## src/rtl/xrisc_dbus_responder.sv

```systemverilog
// xrisc_dbus_responder: data RAM, byte console (FIFO + 8N1 transmitter) and sticky result register on the core data bus
module xrisc_dbus_responder #(
    parameter int DMEM_WORDS   = 64,
    parameter int FIFO_DEPTH   = 8,
    parameter int CLKS_PER_BIT = 16
) (
    input  logic        clk,
    input  logic        reset,
    input  logic        MemWrite,
    input  logic [31:0] DataAdr,
    input  logic [31:0] WriteData,
    output logic [31:0] ReadData,
    output logic        Done,
    output logic        Pass,
    output logic        TxD,
    output logic        TxBusy
);
    localparam int AW = $clog2(DMEM_WORDS);
    localparam int FW = $clog2(FIFO_DEPTH);
    localparam int CW = $clog2(CLKS_PER_BIT);
    typedef enum logic [1:0] {IDLE, START, DATA, STOP} state_t;
    logic [31:0]   mem [DMEM_WORDS];
    logic [7:0]    fifo [FIFO_DEPTH];
    logic [FW-1:0] wp, rp;
    logic [FW:0]   cnt;
    logic          ovf;
    state_t        state;
    logic [CW-1:0] ctr;
    logic [2:0]    idx;
    logic [7:0]    sh;
    logic          is_ram, is_con, is_sts, is_res, empty, full, push, pop, accept, last;
    always_comb begin
        is_ram   = DataAdr < 32'(4 * DMEM_WORDS);
        is_con   = DataAdr[31:2] == 30'h2000_0000;
        is_sts   = DataAdr[31:2] == 30'h2000_0001;
        is_res   = DataAdr[31:2] == 30'h2000_0002;
        empty    = cnt == '0;
        full     = cnt == (FW+1)'(FIFO_DEPTH);
        push     = MemWrite && is_con;
        pop      = state == IDLE && !empty;
        accept   = push && (!full || pop);
        last     = ctr == CW'(CLKS_PER_BIT - 1);
        TxBusy   = !empty || state != IDLE;
        ReadData = is_ram ? mem[DataAdr[AW+1:2]] :
                   is_sts ? {28'b0, ovf, TxBusy, full, empty} :
                   is_res ? {30'b0, Pass, Done} : 32'h0;
    end
    // storage arrays are intentionally left unreset
    always_ff @(posedge clk) begin
        if (MemWrite && is_ram) mem[DataAdr[AW+1:2]] <= WriteData;
        if (accept) fifo[wp] <= WriteData[7:0];
    end
    always_ff @(posedge clk or negedge reset) begin
        if (!reset) begin
            wp  <= '0;
            rp  <= '0;
            cnt <= '0;
            ovf <= 1'b0;
        end else begin
            if (accept) wp <= wp + FW'(1);
            if (pop) rp <= rp + FW'(1);
            if (push && !accept) ovf <= 1'b1;
            cnt <= cnt + (FW+1)'(accept) - (FW+1)'(pop);
        end
    end
    always_ff @(posedge clk or negedge reset) begin
        if (!reset) begin
            Done <= 1'b0;
            Pass <= 1'b0;
        end else if (MemWrite && is_res) begin
            Done <= 1'b1;
            Pass <= WriteData == 32'd1;
        end
    end
    // TxD is loaded with the level of the state being entered
    always_ff @(posedge clk or negedge reset) begin
        if (!reset) begin
            state <= IDLE;
            ctr   <= '0;
            idx   <= '0;
            sh    <= '0;
            TxD   <= 1'b1;
        end else begin
            case (state)
                IDLE: if (pop) begin
                    sh    <= fifo[rp];
                    state <= START;
                    ctr   <= '0;
                    TxD   <= 1'b0;
                end
                START: if (last) begin
                    state <= DATA;
                    ctr   <= '0;
                    idx   <= '0;
                    TxD   <= sh[0];
                end else ctr <= ctr + CW'(1);
                DATA: if (last) begin
                    ctr <= '0;
                    if (idx == 3'd7) begin
                        state <= STOP;
                        TxD   <= 1'b1;
                    end else begin
                        idx <= idx + 3'd1;
                        sh  <= sh >> 1;
                        TxD <= sh[1];
                    end
                end else ctr <= ctr + CW'(1);
                default: if (last) begin
                    state <= IDLE;
                    ctr   <= '0;
                end else ctr <= ctr + CW'(1);
            endcase
        end
    end
endmodule

```

## config.mk

```make
export PLATFORM = sky130hd
export DESIGN_NAME = xrisc_dbus_responder
export DESIGN_NICKNAME = d
export VERILOG_FILES = /design/src/rtl/xrisc_dbus_responder.sv
export SDC_FILE = /design/constraint.sdc
export NUM_CORES = 2
export LEC_CHECK = 0
export BUFFER_PORTS_ARGS = -buffer_cell sky130_fd_sc_hd__buf_4
export CAP_MARGIN = 20
export CORE_ASPECT_RATIO = 2
export CORE_MARGIN = 1.5
export CORE_UTILIZATION = 41
export CTS_BUF_LIST = sky130_fd_sc_hd__clkbuf_8
export DETAILED_ROUTE_END_ITERATION = 7
export GPL_TIMING_DRIVEN = 1
export PLACE_DENSITY = 0.57
export RECOVER_POWER = 25
export SLEW_MARGIN = 20
export SYNTH_ARGS = -nofsm -noshare
export SYNTH_HDL_FRONTEND = slang
export SYNTH_SLANG_ARGS = --single-unit
```

## constraint.sdc

```tcl
create_clock -name clk -period 3.3 [get_ports clk]
set_input_delay 0.66 -clock clk [delete_from_list [all_inputs] [get_ports clk]]
set_output_delay 0.66 -clock clk [all_outputs]
set_load 0.02 [all_outputs]
```

; ---- After elaboration in Yosys (flattened, before gate mapping)
; Memory sizes are Yosys's and may differ from the RTL's.
; Index checks and enable logic that the tools add are counted.
[op_classes]
add_sub_neg = 6
order_cmp = 1
eq_ne = 14
n_mux = 29
n_reduce_logical = 22
[ops]
columns = op, n
row1 = $eq 30x30->1 const B, 3
row2 = $eq 32x1->1 const B, 1
row3 = $lt 32x9->1 const B, 1
row4 = $mux 32, 1
row5 = $mux 8, 3
row6 = $mux 4, 4
row7 = $pmux 8 s2, 1
row8 = $mux 2, 6
row9 = $reduce_and 4->1, 3
row10 = $ne 2x2->1 const B, 5
row11 = $add 3x1->3 const B, 3
row12 = $mux 3, 3
row13 = $eq 4x4->1 const B, 2
row14 = $mux 1, 8
row15 = $reduce_bool 2->1, 4
row16 = $logic_and 1x1->1, 6
row17 = $pmux 2 s3, 1
row18 = $pmux 3 s2, 1
row19 = $reduce_and 5->1, 1
row20 = $add 4x1->4, 1
row21 = $add 4x1->4 const B, 1
row22 = $logic_not 4->1, 1
row23 = $sub 4x1->4, 1
row24 = $eq 3x3->1 const B, 1
row25 = other kinds (7), 10
[totals]
reg_bits = 31
ramBits = 2112
inputBits = 67
output_inout_bits = 36
word_cells = 85
mem_count = 2
[mem_list]
columns = memory, depth, word_bits, read_ports, rd_clocked_by_memory_dff, wr, line_no
row1 = mem, 64, 32, 1, 0, 1, 22  ; logic [31:0] mem [DMEM_WORDS];
row2 = fifo, 8, 8, 1, 0, 1, 23  ; logic [7:0] fifo [FIFO_DEPTH];

; ---- Depth between registers and ports, before layout
[logic_depth]
depth_word = 7
mapped_depth = 14

; ---- Worst setup path before layout
; OpenSTA, ideal clock, no wires.
[synth_timing]
kind = in2reg
start = input port DataAdr[4]
end = memory mem[13][0] (enable)
setup_ps = 421
arrival_time_ps = 3358
required_ps = 2879
slack_ps = -479
stages = 9
cell_sequence = buf_4 > buf_6 > buf_4 > buf_4 > buf_4 > buf_2 > and3_1 > nand2_1 > nor2_1
[synth_via]
elab_chain_cells = 4
[synth_rtl]
columns = element, line_no
row1 = from (decl), 10  ; input logic [31:0] DataAdr,
row2 = $lt 32x9->1, 33  ; is_ram = DataAdr < 32'(4 * DMEM_WORDS);
row3 = $logic_and 1x1->1, 50  ; if (MemWrite && is_ram) mem[DataAdr[AW+1:2]] <= WriteData;
row4 = $mux 1, 50
row5 = $mux 1 (implied by the code), 50
row6 = to (decl), 22
; Parallel ways exist; a longest one is shown, timed or not.

; ---- Worst setup path after layout
[layout_timing]
start = memory mem[30][16]
end = output port ReadData[16]
[layout_via]
elab_chain_cells = 2
[layout_rtl]
columns = element, line_no
row1 = $mem_v2 64x32, n/a
row2 = $mux 32, 44  ; ReadData = is_ram ? mem[DataAdr[AW+1:2]] :
row3 = to (decl), 12  ; output logic [31:0] ReadData,
; No other way between the ends.

==> results.md <==
Outcome:
- The flow ran to the end, but the final reports show violations.
- The checks that failed: capacitance limit, slew limit, setup timing.

Setup path:
- The highest cell delay on the worst timing path is about 820 ps.
- Among all stages on the critical path, the largest delay is contributed by sky130_fd_sc_hd__a222oi_1.
- The worst setup path is captured at a primary output.
- Data on the critical path arrives at its endpoint at 3240 ps.
- The critical path contains buffers and inverters numbering 2 combined.
- Along the worst path, the maximum fanout reaches 1.
- The critical path goes through mux2_4 -> o22ai_2 -> a222oi_1 -> o21ai_1 -> nor4_4 -> buf_4 -> buf_6.
- The required time at the endpoint of the critical path is 2640 ps.
- Setup slack on the worst reg-to-reg path comes out at 860 ps.
- The critical path start-end classification is reg -> out.
- The critical path startpoint category is a flop.
- The kind of cell with the highest combined delay on the critical path is compound AO/OA/AOI/OAI gates.

Logic synthesis:
- Of the post-synthesis cell area, the dominant cell type holds 0.761.
- The Yosys step of the flow raised 0 warnings.
- The cell count after synthesis is roughly 4500.
- Of all cell types, the one taking the most synthesized area is sky130_fd_sc_hd__edfxtp_1.
- The most used flip-flop cell after synthesis is sky130_fd_sc_hd__edfxtp_1.
- Ranked by total cell area, the synthesized netlist is headed by sky130_fd_sc_hd__edfxtp_1 (76%), sky130_fd_sc_hd__mux4_2 (3.8%), sky130_fd_sc_hd__mux2_2 (2.6%).
- The commonest cells after synthesis are sky130_fd_sc_hd__edfxtp_1 (2112), sky130_fd_sc_hd__o22ai_1 (292), sky130_fd_sc_hd__nor2_1 (233), sky130_fd_sc_hd__mux2i_1 (213), sky130_fd_sc_hd__mux2_2 (191).
- The share of the Yosys chip area taken by registers is 0.771.
- The synthesized netlist net count is 4589.
- The netlist uses 86 different library cells.
- After synthesis, the share of flip-flops with an asynchronous set or reset is 0.0145.
- The most repeated cell in the gate-level netlist after synthesis is sky130_fd_sc_hd__edfxtp_1.
- Dividing the synthesized area by the synthesized cell count gives ~18 um^2.
- The count of state elements after synthesis is 2143.
- The cell area that synthesis handed to floorplanning was about 83000 um^2.
- The number of enable-type register cells in the synthesized netlist is 2112.

Timing:
- For the finished layout, the period the worst path requires is slightly below 4000 ps.
- The largest clock skew in the final design is 41.6 ps.
- The maximum clock frequency is 256 MHz.
- Setup repair after global routing could not meet its margin everywhere.
- The period utilization is 1.18.
- Headroom to the max-slew limit came out at -1.27.
- The max-slew violation count is 1007.
- The slew at the pin with the worst max-slew slack is 3400 ps.
- The worst path setup slack after routing is -601 ps.
- The number of setup violations in the final report is 33.
- The number of hold violations in the final report is 0.

Clocking:
- In this run, CTS created clock tree buffers numbering 300.
- The latest clock arrival within the worst-skew pair is around 960 ps.
- The total clock sinks is 2143.
- The count of H-tree levels built during CTS is 5.
- The root buffer cell is sky130_fd_sc_hd__clkbuf_8.
- After clock tree synthesis, the clock-pin slew on the worst setup and hold paths is ~70 ps.
- The CTS tree is yes.
- The buffer depth of the longest clock path is 4.

Floorplan:
- The floorplan row count is 233.
- The width of the die is 322 um.
- The boundary pin count is roughly 100.
- The standard cell core area is 202000 um^2.
- The die is 640 um tall.
- The initial cell density of the core is 0.413.
- The die covers 206000 um^2.

Detailed routing:
- The post-detailed-route DRC marker count is 0.
- The final route contains 54000 vias.
- The first detailed-routing pass ran for 7 iterations.
- The final wirelength is between 300000 and 400000 um.
- The count of nets left with antenna violations once routing finished came out at 0.
- The post-detailed-route via-to-cell ratio is 6.29.
- After detailed routing, the average wire length per cell comes to approximately 40 um.
- The violation count after the first detailed-routing iteration is 7406.

Power and ir drop:
- Power spread over the standard cell area amounts to 503 nW/um^2.
- IR analysis of the VDD net gives a maximum drop of a little under 0.3 mV.
- For this design the static power due to leakage is roughly 36 nW.
- The overall power is 53.7 mW.

Global route:
- The largest net degree at the start of global routing is 74.
- The combined global-route utilization of all metal layers is 0.318.
- The met2 global-route usage is 0.533.
- For met1 alone, demand over resource in global routing was 0.354.
- The via count of the first global-routing pass is ~53000.
- The initial antenna violation count is 10.
- The wire length of the first global-routing pass is 441000 um.
- The layer flagged by global routing as most heavily used is met2.
- The met3 layer usage reported by global route is 0.0545.
- The final global-route overflow total is 0.

Placed design:
- The instance count after placement with tap cells included is 7827.
- Buffers placed on the I/O ports in this run total 100.
- Detailed placement finished with a half-perimeter wire length of 212000 um.
- The final RePlAce weighted congestion is around 0.95.

Final layout:
- The post-layout utilization of the core is 0.530.
- The number of cells in the finished layout apart from fillers is 8592.
- The final layout contains 5740 nets.
- The share of cells above drive strength 1 is 0.383.
- The layout overhead on the synthesized area is 28.3%.

Min path:
- The type of the most critical hold path is in -> reg.

Run:
- The number of max-capacitance violations reported is 21.
## cell type report
| class | count | area [um^2] |
|---|---|---|
| Multi-Input combinational cell | 2047 | 20200 |
| Clock buffer | 307 | 4230 |
| Inverter | 14 | 96.3 |
| Clock inverter | 215 | 1090 |
| Timing Repair Buffer | 1152 | 13700 |
| Fill cell | 16200 | 94900 |
| Tap cell | 2702 | 3380 |
| Sequential cell | 2143 | 64200 |
| Antenna cell | 12 | 30.0 |
## path summary, 6_finish.rpt
check                                  from            to  cells after the start
worst min-delay path               MemWrite           ovf                      3
worst min register to register        sh[5]         sh[5]                      2
max in group asynchronous             reset        ctr[3]                      2
worst max-delay path            mem[30][16]  ReadData[16]                      7
worst max register to register     state[0]         sh[0]                      7
min in group asynchronous             reset         wp[1]                      2
## state kept, by name (all words and copies together) (netlist names), 2 cells and up
| name | count |
|---|---|
| idx | 3 |
| mem | 2048 |
| fifo | 64 |
| ctr | 4 |
| state | 2 |
| cnt | 4 |
| sh | 8 |
| wp | 3 |
| rp | 3 |
## cell usage in the layout, fill, tap and decap left out, types with 28 or more instances in the layout
cell type	n
sky130_fd_sc_hd__edfxtp_1	2112
sky130_fd_sc_hd__a221oi_1	37
sky130_fd_sc_hd__clkinv_1	69
sky130_fd_sc_hd__nor2_1	151
sky130_fd_sc_hd__clkbuf_8	307
sky130_fd_sc_hd__a2bb2oi_1	28
sky130_fd_sc_hd__o221ai_1	106
sky130_fd_sc_hd__buf_8	39
sky130_fd_sc_hd__nand2_1	116
sky130_fd_sc_hd__buf_12	290
sky130_fd_sc_hd__o221ai_2	31
sky130_fd_sc_hd__mux2_2	178
sky130_fd_sc_hd__clkbuf_1	33
sky130_fd_sc_hd__inv_1	83
sky130_fd_sc_hd__nor2_4	69
sky130_fd_sc_hd__a22oi_1	33
sky130_fd_sc_hd__a221oi_2	45
sky130_fd_sc_hd__buf_4	630
sky130_fd_sc_hd__mux4_2	144
sky130_fd_sc_hd__o21ai_0	63
sky130_fd_sc_hd__a21oi_1	82
sky130_fd_sc_hd__o22ai_1	237
sky130_fd_sc_hd__buf_6	119
sky130_fd_sc_hd__dfrtp_1	30
sky130_fd_sc_hd__o22ai_2	35
sky130_fd_sc_hd__mux2i_1	201
sky130_fd_sc_hd__clkinv_2	47
## cells by family after synthesis
kind of cell / count (synthesis) / synth area share
buffers and inverters: 317 / 0.0232
xor gates and xnor gates: 6 / 0.000631
AOI/OAI and AO/OA: 960 / 0.0824
muxes: 556 / 0.0931
DFF: 2143 / 0.771
adders and majority gates: 15 / 0.00234
and+or+nand+nor: 510 / 0.0277
## tightest hold or removal path: stages
cell	delay [ps]
sky130_fd_sc_hd__buf_4	150
sky130_fd_sc_hd__nand3_1	130
sky130_fd_sc_hd__o21bai_1	90
## through the flow
step	setup WS, ps	setup TNS [ps]	cell area (um^2)	hold WS, ps
after floorplan	-479	-745570	83300	364
after global placement	-1700	-32390	95300	462
after detailed placement	-1170	-29380	95300	475
after CTS	-652	-9980	105000	26.7
after global routing	-608	-10560	107000	110
final	-601	-9710	107000	116
## repair_timing
| action | 4_1_cts | 5_1_grt |
|---|---|---|
| hold buffers | 1 | 0 |
| setup buffers | 134 | 107 |
| pin swaps | 133 | 135 |
| setup endpoints to repair | 32 | 32 |
| gates cloned | 14 | 9 |
| gates resized for setup | 536 | 278 |
| endpoints found under the hold margin | 31 | 0 |
## report_power, final
group / leakage [nW] / internal, mW / total (mW) / switching (mW)
Clock: 3.00 / 9.09 / 19.4 / 10.3
Combinational: 13.4 / 1.82 / 4.45 / 2.63
Sequential: 19.4 / 29.9 / 29.9 / 0.00000112
Total: 35.8 / 40.8 / 53.7 / 12.9
## routing by layer
metal | part of all wire | wire, um
met2 | 0.49 | 163000
met4 | 0.10 | 34200
met1 | 0.32 | 108000
met3 | 0.088 | 29300
met5 | 0.000021 | 7
Note: power is estimated with default switching activity, not from simulation.
